### src/rtl/parking_slot_tracker_if.sv
// Parking slot tracker bus interface.
//   master : environment side (drives sensors and slot indices, observes results)
//   slave  : tracker side (parking_slot_tracker)
// Signals:
//   entry_sensor, exit_sensor : raw asynchronous car-present sensors
//   vacant_slot               : slot offered by the finder (0 = lot full)
//   exit_slot                 : slot being vacated
//   cars, occ_count           : registered occupancy vector and its population count
//   gate_open                 : entry gate-arm drive
//   entry_ack, entry_deny     : one-cycle entry result pulses
//   exit_ack, exit_err        : one-cycle exit result pulses
//   timeout                   : sticky gate-hold alarm (0 unless GATE_TIMEOUT_EN)
interface parking_slot_tracker_if;
    logic        entry_sensor;
    logic        exit_sensor;
    logic [3:0]  vacant_slot;
    logic [3:0]  exit_slot;
    logic [14:0] cars;
    logic [3:0]  occ_count;
    logic        gate_open;
    logic        entry_ack;
    logic        entry_deny;
    logic        exit_ack;
    logic        exit_err;
    logic        timeout;

    modport master (
        output entry_sensor, exit_sensor, vacant_slot, exit_slot,
        input  cars, occ_count, gate_open, entry_ack, entry_deny, exit_ack, exit_err, timeout
    );

    modport slave (
        input  entry_sensor, exit_sensor, vacant_slot, exit_slot,
        output cars, occ_count, gate_open, entry_ack, entry_deny, exit_ack, exit_err, timeout
    );
endinterface

### src/rtl/parking_slot_tracker.sv
// Parking slot tracker: write side of the parking occupancy vector.
// Synchronises and debounces the entry/exit car sensors, commits a car into the slot
// offered by the slot finder, releases a slot on exit and drives the entry gate-arm.
// Ports:
//   clk   : system clock
//   rst_n : asynchronous active-low reset
//   bus   : parking_slot_tracker_if.slave (sensors, slot indices, occupancy, gate, pulses)
// Optional feature macro: GATE_TIMEOUT_EN
//   defined   : HOLD gives up after TIMEOUT_CYCLES with the car still present, closes
//               the gate and raises a sticky timeout alarm.
//   undefined : HOLD waits indefinitely, timeout is tied to 0.
module parking_slot_tracker #(
    parameter int unsigned N_SLOTS         = 15,
    parameter int unsigned DEBOUNCE_CYCLES = 4,
    parameter int unsigned GATE_CYCLES     = 8,
    parameter int unsigned TIMEOUT_CYCLES  = 64
) (
    input logic                   clk,
    input logic                   rst_n,
    parking_slot_tracker_if.slave bus
);

    localparam int unsigned DB_W = $clog2(DEBOUNCE_CYCLES + 1);
    localparam int unsigned GC_W = $clog2(GATE_CYCLES + 1);

    // Slot encoding is 4 bits wide, so the slot count is not a free parameter.
    if (N_SLOTS != 15 || DEBOUNCE_CYCLES == 0 || GATE_CYCLES == 0 || TIMEOUT_CYCLES == 0)
    begin : g_param_check
        $error("parking_slot_tracker: unsupported parameter values");
    end

    localparam logic [1:0] StIdle  = 2'd0;
    localparam logic [1:0] StCheck = 2'd1;
    localparam logic [1:0] StOpen  = 2'd2;
    localparam logic [1:0] StHold  = 2'd3;

    // Index 0 = entry sensor, index 1 = exit sensor.
    logic [1:0]            sync1_q, sync2_q;
    logic [1:0]            level_q, level_d;
    logic [1:0]            level_dly_q;
    logic [1:0]            rise_q;
    logic [1:0][DB_W-1:0]  db_cnt_q, db_cnt_d;

    logic [1:0]            state_q, state_d;
    logic [GC_W-1:0]       gate_cnt_q, gate_cnt_d;
    logic                  gate_open_q, gate_open_d;
    logic [N_SLOTS-1:0]    cars_q, cars_d;
    logic [3:0]            occ_count_q, occ_count_d;
    logic                  entry_ack_q, entry_ack_d;
    logic                  entry_deny_q, entry_deny_d;
    logic                  exit_ack_q, exit_ack_d;
    logic                  exit_err_q, exit_err_d;
    logic [N_SLOTS-1:0]    entry_set;
    logic [N_SLOTS-1:0]    exit_clr;
    logic [N_SLOTS-1:0]    exit_mask;

`ifdef GATE_TIMEOUT_EN
    localparam int unsigned TC_W = $clog2(TIMEOUT_CYCLES + 1);
    logic [TC_W-1:0]       tmo_cnt_q, tmo_cnt_d;
    logic                  timeout_q, timeout_d;
`endif

    // Debounce: the level flips once DEBOUNCE_CYCLES consecutive synchronised samples
    // disagree with it; any agreeing sample restarts the count.
    always_comb begin
        level_d  = level_q;
        db_cnt_d = '0;
        for (int i = 0; i < 2; i++) begin
            if (sync2_q[i] != level_q[i]) begin
                if (db_cnt_q[i] == DB_W'(DEBOUNCE_CYCLES - 1)) begin
                    level_d[i] = sync2_q[i];
                end else begin
                    db_cnt_d[i] = db_cnt_q[i] + 1'b1;
                end
            end
        end
    end

    always_ff @(posedge clk or negedge rst_n) begin
        if (!rst_n) begin
            sync1_q     <= '0;
            sync2_q     <= '0;
            level_q     <= '0;
            level_dly_q <= '0;
            rise_q      <= '0;
            db_cnt_q    <= '0;
        end else begin
            sync1_q     <= {bus.exit_sensor, bus.entry_sensor};
            sync2_q     <= sync1_q;
            level_q     <= level_d;
            level_dly_q <= level_q;
            rise_q      <= level_q & ~level_dly_q;
            db_cnt_q    <= db_cnt_d;
        end
    end

    // Entry FSM. vacant_slot is only looked at in CHECK, so the finder reacting to the
    // cars update cannot disturb the slot being committed.
    always_comb begin
        state_d      = state_q;
        gate_cnt_d   = gate_cnt_q;
        gate_open_d  = gate_open_q;
        entry_ack_d  = 1'b0;
        entry_deny_d = 1'b0;
        entry_set    = '0;
`ifdef GATE_TIMEOUT_EN
        tmo_cnt_d    = tmo_cnt_q;
        timeout_d    = timeout_q;
`endif
        case (state_q)
            StIdle: begin
                if (rise_q[0]) begin
                    state_d = StCheck;
                end
            end
            StCheck: begin
                if (bus.vacant_slot == 4'd0 || occ_count_q == 4'(N_SLOTS)) begin
                    entry_deny_d = 1'b1;
                    state_d      = StIdle;
                end else begin
                    entry_set   = N_SLOTS'(1) << (bus.vacant_slot - 4'd1);
                    entry_ack_d = 1'b1;
                    gate_open_d = 1'b1;
                    gate_cnt_d  = GC_W'(GATE_CYCLES);
                    state_d     = StOpen;
                end
            end
            StOpen: begin
                gate_cnt_d = gate_cnt_q - 1'b1;
                if (gate_cnt_q == GC_W'(1)) begin
                    state_d = StHold;
`ifdef GATE_TIMEOUT_EN
                    tmo_cnt_d = TC_W'(TIMEOUT_CYCLES);
`endif
                end
            end
            StHold: begin
                if (!level_q[0]) begin
                    gate_open_d = 1'b0;
                    state_d     = StIdle;
`ifdef GATE_TIMEOUT_EN
                end else if (tmo_cnt_q == TC_W'(1)) begin
                    // Car still sensed: force the arm down, keep the slot occupied.
                    gate_open_d = 1'b0;
                    timeout_d   = 1'b1;
                    state_d     = StIdle;
                end else begin
                    tmo_cnt_d = tmo_cnt_q - 1'b1;
`endif
                end
            end
            default: begin
                state_d = StIdle;
            end
        endcase
    end

    // Exit path, independent of the FSM. A zero index shifts the mask out entirely.
    always_comb begin
        exit_ack_d = 1'b0;
        exit_err_d = 1'b0;
        exit_clr   = '0;
        exit_mask  = N_SLOTS'(1) << (bus.exit_slot - 4'd1);
        if (rise_q[1]) begin
            if (bus.exit_slot != 4'd0 && (cars_q & exit_mask) != '0) begin
                exit_clr   = exit_mask;
                exit_ack_d = 1'b1;
            end else begin
                exit_err_d = 1'b1;
            end
        end
    end

    // Entry targets a free slot and exit an occupied one, so both can apply together.
    always_comb begin
        cars_d      = (cars_q | entry_set) & ~exit_clr;
        occ_count_d = occ_count_q + 4'(entry_ack_d) - 4'(exit_ack_d);
    end

    always_ff @(posedge clk or negedge rst_n) begin
        if (!rst_n) begin
            state_q      <= StIdle;
            gate_cnt_q   <= '0;
            gate_open_q  <= 1'b0;
            cars_q       <= '0;
            occ_count_q  <= '0;
            entry_ack_q  <= 1'b0;
            entry_deny_q <= 1'b0;
            exit_ack_q   <= 1'b0;
            exit_err_q   <= 1'b0;
        end else begin
            state_q      <= state_d;
            gate_cnt_q   <= gate_cnt_d;
            gate_open_q  <= gate_open_d;
            cars_q       <= cars_d;
            occ_count_q  <= occ_count_d;
            entry_ack_q  <= entry_ack_d;
            entry_deny_q <= entry_deny_d;
            exit_ack_q   <= exit_ack_d;
            exit_err_q   <= exit_err_d;
        end
    end

`ifdef GATE_TIMEOUT_EN
    always_ff @(posedge clk or negedge rst_n) begin
        if (!rst_n) begin
            tmo_cnt_q <= '0;
            timeout_q <= 1'b0;
        end else begin
            tmo_cnt_q <= tmo_cnt_d;
            timeout_q <= timeout_d;
        end
    end

    assign bus.timeout = timeout_q;
`else
    assign bus.timeout = 1'b0;
`endif

    assign bus.cars       = cars_q;
    assign bus.occ_count  = occ_count_q;
    assign bus.gate_open  = gate_open_q;
    assign bus.entry_ack  = entry_ack_q;
    assign bus.entry_deny = entry_deny_q;
    assign bus.exit_ack   = exit_ack_q;
    assign bus.exit_err   = exit_err_q;

endmodule

### src/flat_wrapper.sv
// flat-port wrapper written by rule: the top's interface ports become plain ports
module parking_slot_tracker_flat 
#(
    parameter int unsigned N_SLOTS         = 15,
    parameter int unsigned DEBOUNCE_CYCLES = 4,
    parameter int unsigned GATE_CYCLES     = 8,
    parameter int unsigned TIMEOUT_CYCLES  = 64
)
  (clk, rst_n, bus_entry_sensor, bus_exit_sensor, bus_vacant_slot, bus_exit_slot, bus_cars, bus_occ_count, bus_gate_open, bus_entry_ack, bus_entry_deny, bus_exit_ack, bus_exit_err, bus_timeout);
  parking_slot_tracker_if bus_i ();
  input logic clk;
  input logic rst_n;
  input wire logic [$bits(bus_i.entry_sensor)-1:0] bus_entry_sensor;
  input wire logic [$bits(bus_i.exit_sensor)-1:0] bus_exit_sensor;
  input wire logic [$bits(bus_i.vacant_slot)-1:0] bus_vacant_slot;
  input wire logic [$bits(bus_i.exit_slot)-1:0] bus_exit_slot;
  output wire logic [$bits(bus_i.cars)-1:0] bus_cars;
  output wire logic [$bits(bus_i.occ_count)-1:0] bus_occ_count;
  output wire logic [$bits(bus_i.gate_open)-1:0] bus_gate_open;
  output wire logic [$bits(bus_i.entry_ack)-1:0] bus_entry_ack;
  output wire logic [$bits(bus_i.entry_deny)-1:0] bus_entry_deny;
  output wire logic [$bits(bus_i.exit_ack)-1:0] bus_exit_ack;
  output wire logic [$bits(bus_i.exit_err)-1:0] bus_exit_err;
  output wire logic [$bits(bus_i.timeout)-1:0] bus_timeout;
  assign bus_i.entry_sensor = bus_entry_sensor;
  assign bus_i.exit_sensor = bus_exit_sensor;
  assign bus_i.vacant_slot = bus_vacant_slot;
  assign bus_i.exit_slot = bus_exit_slot;
  assign bus_cars = bus_i.cars;
  assign bus_occ_count = bus_i.occ_count;
  assign bus_gate_open = bus_i.gate_open;
  assign bus_entry_ack = bus_i.entry_ack;
  assign bus_entry_deny = bus_i.entry_deny;
  assign bus_exit_ack = bus_i.exit_ack;
  assign bus_exit_err = bus_i.exit_err;
  assign bus_timeout = bus_i.timeout;
  parking_slot_tracker #(.N_SLOTS(N_SLOTS), .DEBOUNCE_CYCLES(DEBOUNCE_CYCLES), .GATE_CYCLES(GATE_CYCLES), .TIMEOUT_CYCLES(TIMEOUT_CYCLES)) u_core (.clk(clk), .rst_n(rst_n), .bus(bus_i));
endmodule
### config.mk
export PLATFORM = sky130hd
export DESIGN_NAME = parking_slot_tracker_flat
export DESIGN_NICKNAME = d
export VERILOG_FILES = /design/src/rtl/parking_slot_tracker_if.sv /design/src/rtl/parking_slot_tracker.sv /design/src/flat_wrapper.sv
export SDC_FILE = /design/constraint.sdc
export NUM_CORES = 1
export LEC_CHECK = 0
export ABC_AREA = 1
export CORE_UTILIZATION = 47
export DETAILED_ROUTE_END_ITERATION = 8
export GPL_TIMING_DRIVEN = 0
export PLACE_DENSITY_LB_ADDON = 0.12
export SLEW_MARGIN = 20
export SYNTH_ARGS = -nofsm -noshare
export SYNTH_HDL_FRONTEND = slang
export SYNTH_SLANG_ARGS = --single-unit
### constraint.sdc
create_clock -name clk -period 2 [get_ports clk]
set_clock_uncertainty 0.05 [all_clocks]
set_input_delay 0.2 -clock clk [delete_from_list [all_inputs] [get_ports clk]]
set_output_delay 0.2 -clock clk [all_outputs]
set_load 0.03 [all_outputs]
==> flow_summary_export.csv <==
group,metric,value,unit
global_routing,grt_pass1_wl,7770,um
power_and_ir_drop,power_switching,1.85,mW
floorplan,die-area,4960,sq um
critical_path,path_depth,11,
finish,syn2layout_area_growth,28.0,%
placement,port_buffers,33,
power_and_ir_drop,peakVddDrop,0.907,mV
global_routing,antenna_found_initial,0,
detailed_routing,dr.pass1.iters,4,
floorplan,die-width,70.5,um
critical_path,reg2reg_to,"u_core.bus.occ_count[2]",
detailed_routing,postRouteAntennaNets,0,
critical_path,path_class,"reg -> reg",
floorplan,ioPinCount,37,
timing,period_share,1.08,
finish,drive_gt1_frac,0.189,
clocking,cts_max_level,2,
power_and_ir_drop,leakagePower,1.33,nW
clocking,cts_sinks,46,
global_routing,grt_overflow,0,
global_routing,grt_pass1_vias,1767,
critical_path,crit_required,2.14,ns
floorplan,die_h,70.5,um
global_routing,track_usage,0.199,
run_status,failed_checks,"setup timing",
synthesis,postSynthNetCount,267,
clocking,clockBufferDepth,2,
placement,gp_congestion,0.875,
synthesis,async_flop_share,1.00,
finish,finalNetCount,318,
finish,nFillCells,382,
synthesis,syn_area_per_cell,8.99,sq um
critical_path,crit_fanout,3,
finish,final_cells,349,
placement,preCtsSetupSlack,-0.713,ns
clocking,cts_buffers,5,
critical_path,regToRegSetupSlack,-0.15,ns
detailed_routing,via_count,1779,
synthesis,syn-cell-area,2200,sq um
synthesis,ys_types,30,
min_path,hold_class,"in -> reg",
timing,hold_viol_final,0,
power_and_ir_drop,p_sw_frac,0.424,
clocking,clk_latency,0.30,ns
placement,dp.cells,331,
critical_path,cp.arrival,2.29,ns
placement,place_hpwl,3260,um
floorplan,start_util,0.499,
synthesis,yosysSeqAreaShare,0.523,
synthesis,ys_seq_elements,46,
finish,multi_input_area,900,sq um
power_and_ir_drop,power.density,1550,nW/um^2
detailed_routing,avgViaCountPerCell,5.10,
job,cap_violations,0,
timing,drv_slew,0,
critical_path,end_kind,"flop",
power_and_ir_drop,pwr-share-seq,0.366,
detailed_routing,wirelength,4540,um
synthesis,synth_cells,245,
floorplan,fp-row-count,24,
synthesis,synth_edf_count,0,
critical_path,path_cells,"nand4_1, nand2_1, nor2_1, nand2_1, nor2_2, nor2_2, ha_1, inv_2, ha_4, fa_2, xor2_1",
detailed_routing,wl_per_cell,13.0,um
run_status,status,"finished, violations left",
min_path,min_from,"bus_exit_slot[2]",
min_path,holdPathEnd,"u_core.bus.cars[4]",
synthesis,synth_ff_type,"dfrtp_1",
timing,timing.final.ws_setup,-0.152,ns
critical_path,slowest_delay,0.42,ns
clocking,cts_root_buf,"clkbuf_8",
critical_path,crit_path_start_kind,"flop",
finish,seqCellArea,1170,sq um
global_routing,grt_start_max_net_pins,34,
detailed_routing,drc,0,
power_and_ir_drop,p_clk_frac,0.129,
timing,max_freq,465,MHz
timing,min_period,2.15,ns
synthesis,yosysWarningCount,0,
clocking,cts_tree,"done",
power_and_ir_drop,internal-power,2.51,mW
clocking,clkTransAtPathRegs,0.08,ns
critical_path,cp_top_family,"adder cells",
min_path,hold_depth,4,
critical_path,cp_num_buf_inv,1,
critical_path,rr_worst_depth,11,
critical_path,r2r-start,"u_core.bus.cars[5]",
finish,antenna_cells,0,
floorplan,core-area,4410,sq um
detailed_routing,drt_iter0_markers,201,
timing,setup-violations-final,3,
power_and_ir_drop,power_frac_comb,0.505,
timing,rsz0062_at_grt,"yes",
critical_path,slowest_stage,"dfrtp_2",
[cell usage in the layout, fill, tap and decap left out, types with 8 or more instances in the layout]
cell             count
dfrtp_1             32
nand3_1              9
nand4_1             13
clkdlybuf4s50_1     30
nor2_1              53
a21oi_1              8
inv_1               31
a31oi_1             10
nand2_1             24
dfrtp_2             14
buf_4               12
ha_1                 8
[per-layer routing]
metal / routed length [um] / GRT usage / vias up
met5: 0 / 0 / -
met2: 2010 / 0.312 / 65
li1: - / - / 895
met3: 354 / 0.0534 / 12
met1: 2090 / 0.264 / 807
met4: 80 / 0.0733 / 0
[worst min-delay path: stages]
cell     delay, ns
buf_6         0.11
nand4_1       0.10
nor2_1        0.04
nor2_1        0.09
[synthesized netlist by cell type (4+ instances only)]
| master | number | area (sq um) |
|---|---|---|
| nor2_1 | 55 | 206 |
| dfrtp_1 | 46 | 1150 |
| inv_1 | 32 | 120 |
| nand2_1 | 24 | 90.1 |
| nand4_1 | 13 | 81.3 |
| a31oi_1 | 10 | 62.6 |
| nand3_1 | 10 | 50.1 |
| ha_1 | 9 | 113 |
| a21oi_1 | 8 | 40.0 |
| o21ai_0 | 5 | 25.0 |
| nor3_1 | 4 | 20.0 |
| xnor2_1 | 4 | 35.0 |
[cell type report]
cell class	count	share of cell area
repair buffers	45	0.149
multi-input cells	159	0.319
flip-flops and latches	46	0.415
clock inverters	3	0.00666
well taps	52	0.0231
clock buffers	5	0.0244
plain buffers	4	0.0147
inverters	35	0.0480
[power groups by stage]
stage / clock network, mW / registers (mW) / logic [mW]
after floorplan: 0 / 2.02 / 0.922
after global placement: 0 / 1.61 / 2.03
after detailed placement: 0 / 1.62 / 2.07
after CTS: 0.577 / 1.59 / 2.15
after global routing: 0.603 / 1.64 / 2.42
final: 0.561 / 1.60 / 2.20
[registers in the layout, indices dropped and copies added (netlist names), named ones only]
name / count
u_core.level_dly_q: 2
u_core.bus.entry_ack: 1
u_core.db_cnt_q: 6
u_core.bus.exit_err: 1
u_core.bus.entry_deny: 1
u_core.state_q: 1
u_core.rise_q: 2
u_core.bus.occ_count: 4
u_core.level_q: 2
u_core.bus.exit_ack: 1
u_core.bus.cars: 15
u_core.gate_cnt_q: 4
u_core.sync1_q: 2
u_core.bus.gate_open: 1
u_core.sync2_q: 2
[kinds of logic (layout without fill, tap and decap cells)]
family                   after synthesis  in the layout  synth area share
AO/OA/AOI/OAI                         27             27            0.0710
XOR/XNOR                               6              6            0.0239
adder cells (fa/ha/maj)               10             10            0.0602
buffers and inverters                 40             92            0.0801
flip-flops                            46             46             0.523
other                                  1              1           0.00170
AND/OR/NAND/NOR                      115            115             0.240
[timing repair]
action,4_1_cts,5_1_grt
gates cloned,0,0
pin swaps,2,10
hold buffers,1,0
hold endpoints to repair,13,0
resized for setup,2,10
setup endpoints to repair,4,4
setup buffers,7,3
[metrics by stage]
step / TNS [ns] / total power [mW] / cell area, sq um / hold WS [ns] / util
global placement: -29.90 / 3.64 / 2620 / 0.283 / 0.594
global route: -0.759 / 4.67 / 2820 / 0.275 / 0.638
floorplan: -0.0728 / 2.95 / 2220 / -0.146 / -
finish: -0.336 / 4.36 / 2820 / 0.240 / 0.638
CTS: -0.267 / 4.31 / 2780 / 0.239 / 0.630
detailed placement: -2.33 / 3.69 / 2640 / 0.0742 / 0.597
[worst max-delay path by stage]
stage               slack (ns)          startpoint                       to
CTS                      -0.13  u_core.bus.cars[8]  u_core.bus.occ_count[2]
floorplan                -0.04  u_core.bus.cars[5]  u_core.bus.occ_count[2]
global placement         -0.72               rst_n      u_core.bus.cars[10]
detailed placement       -0.71    bus_exit_slot[0]  u_core.bus.occ_count[1]
global route             -0.30  u_core.bus.cars[3]  u_core.bus.occ_count[2]
finish                   -0.15  u_core.bus.cars[5]  u_core.bus.occ_count[2]
(Power assumes the default switching activity.)
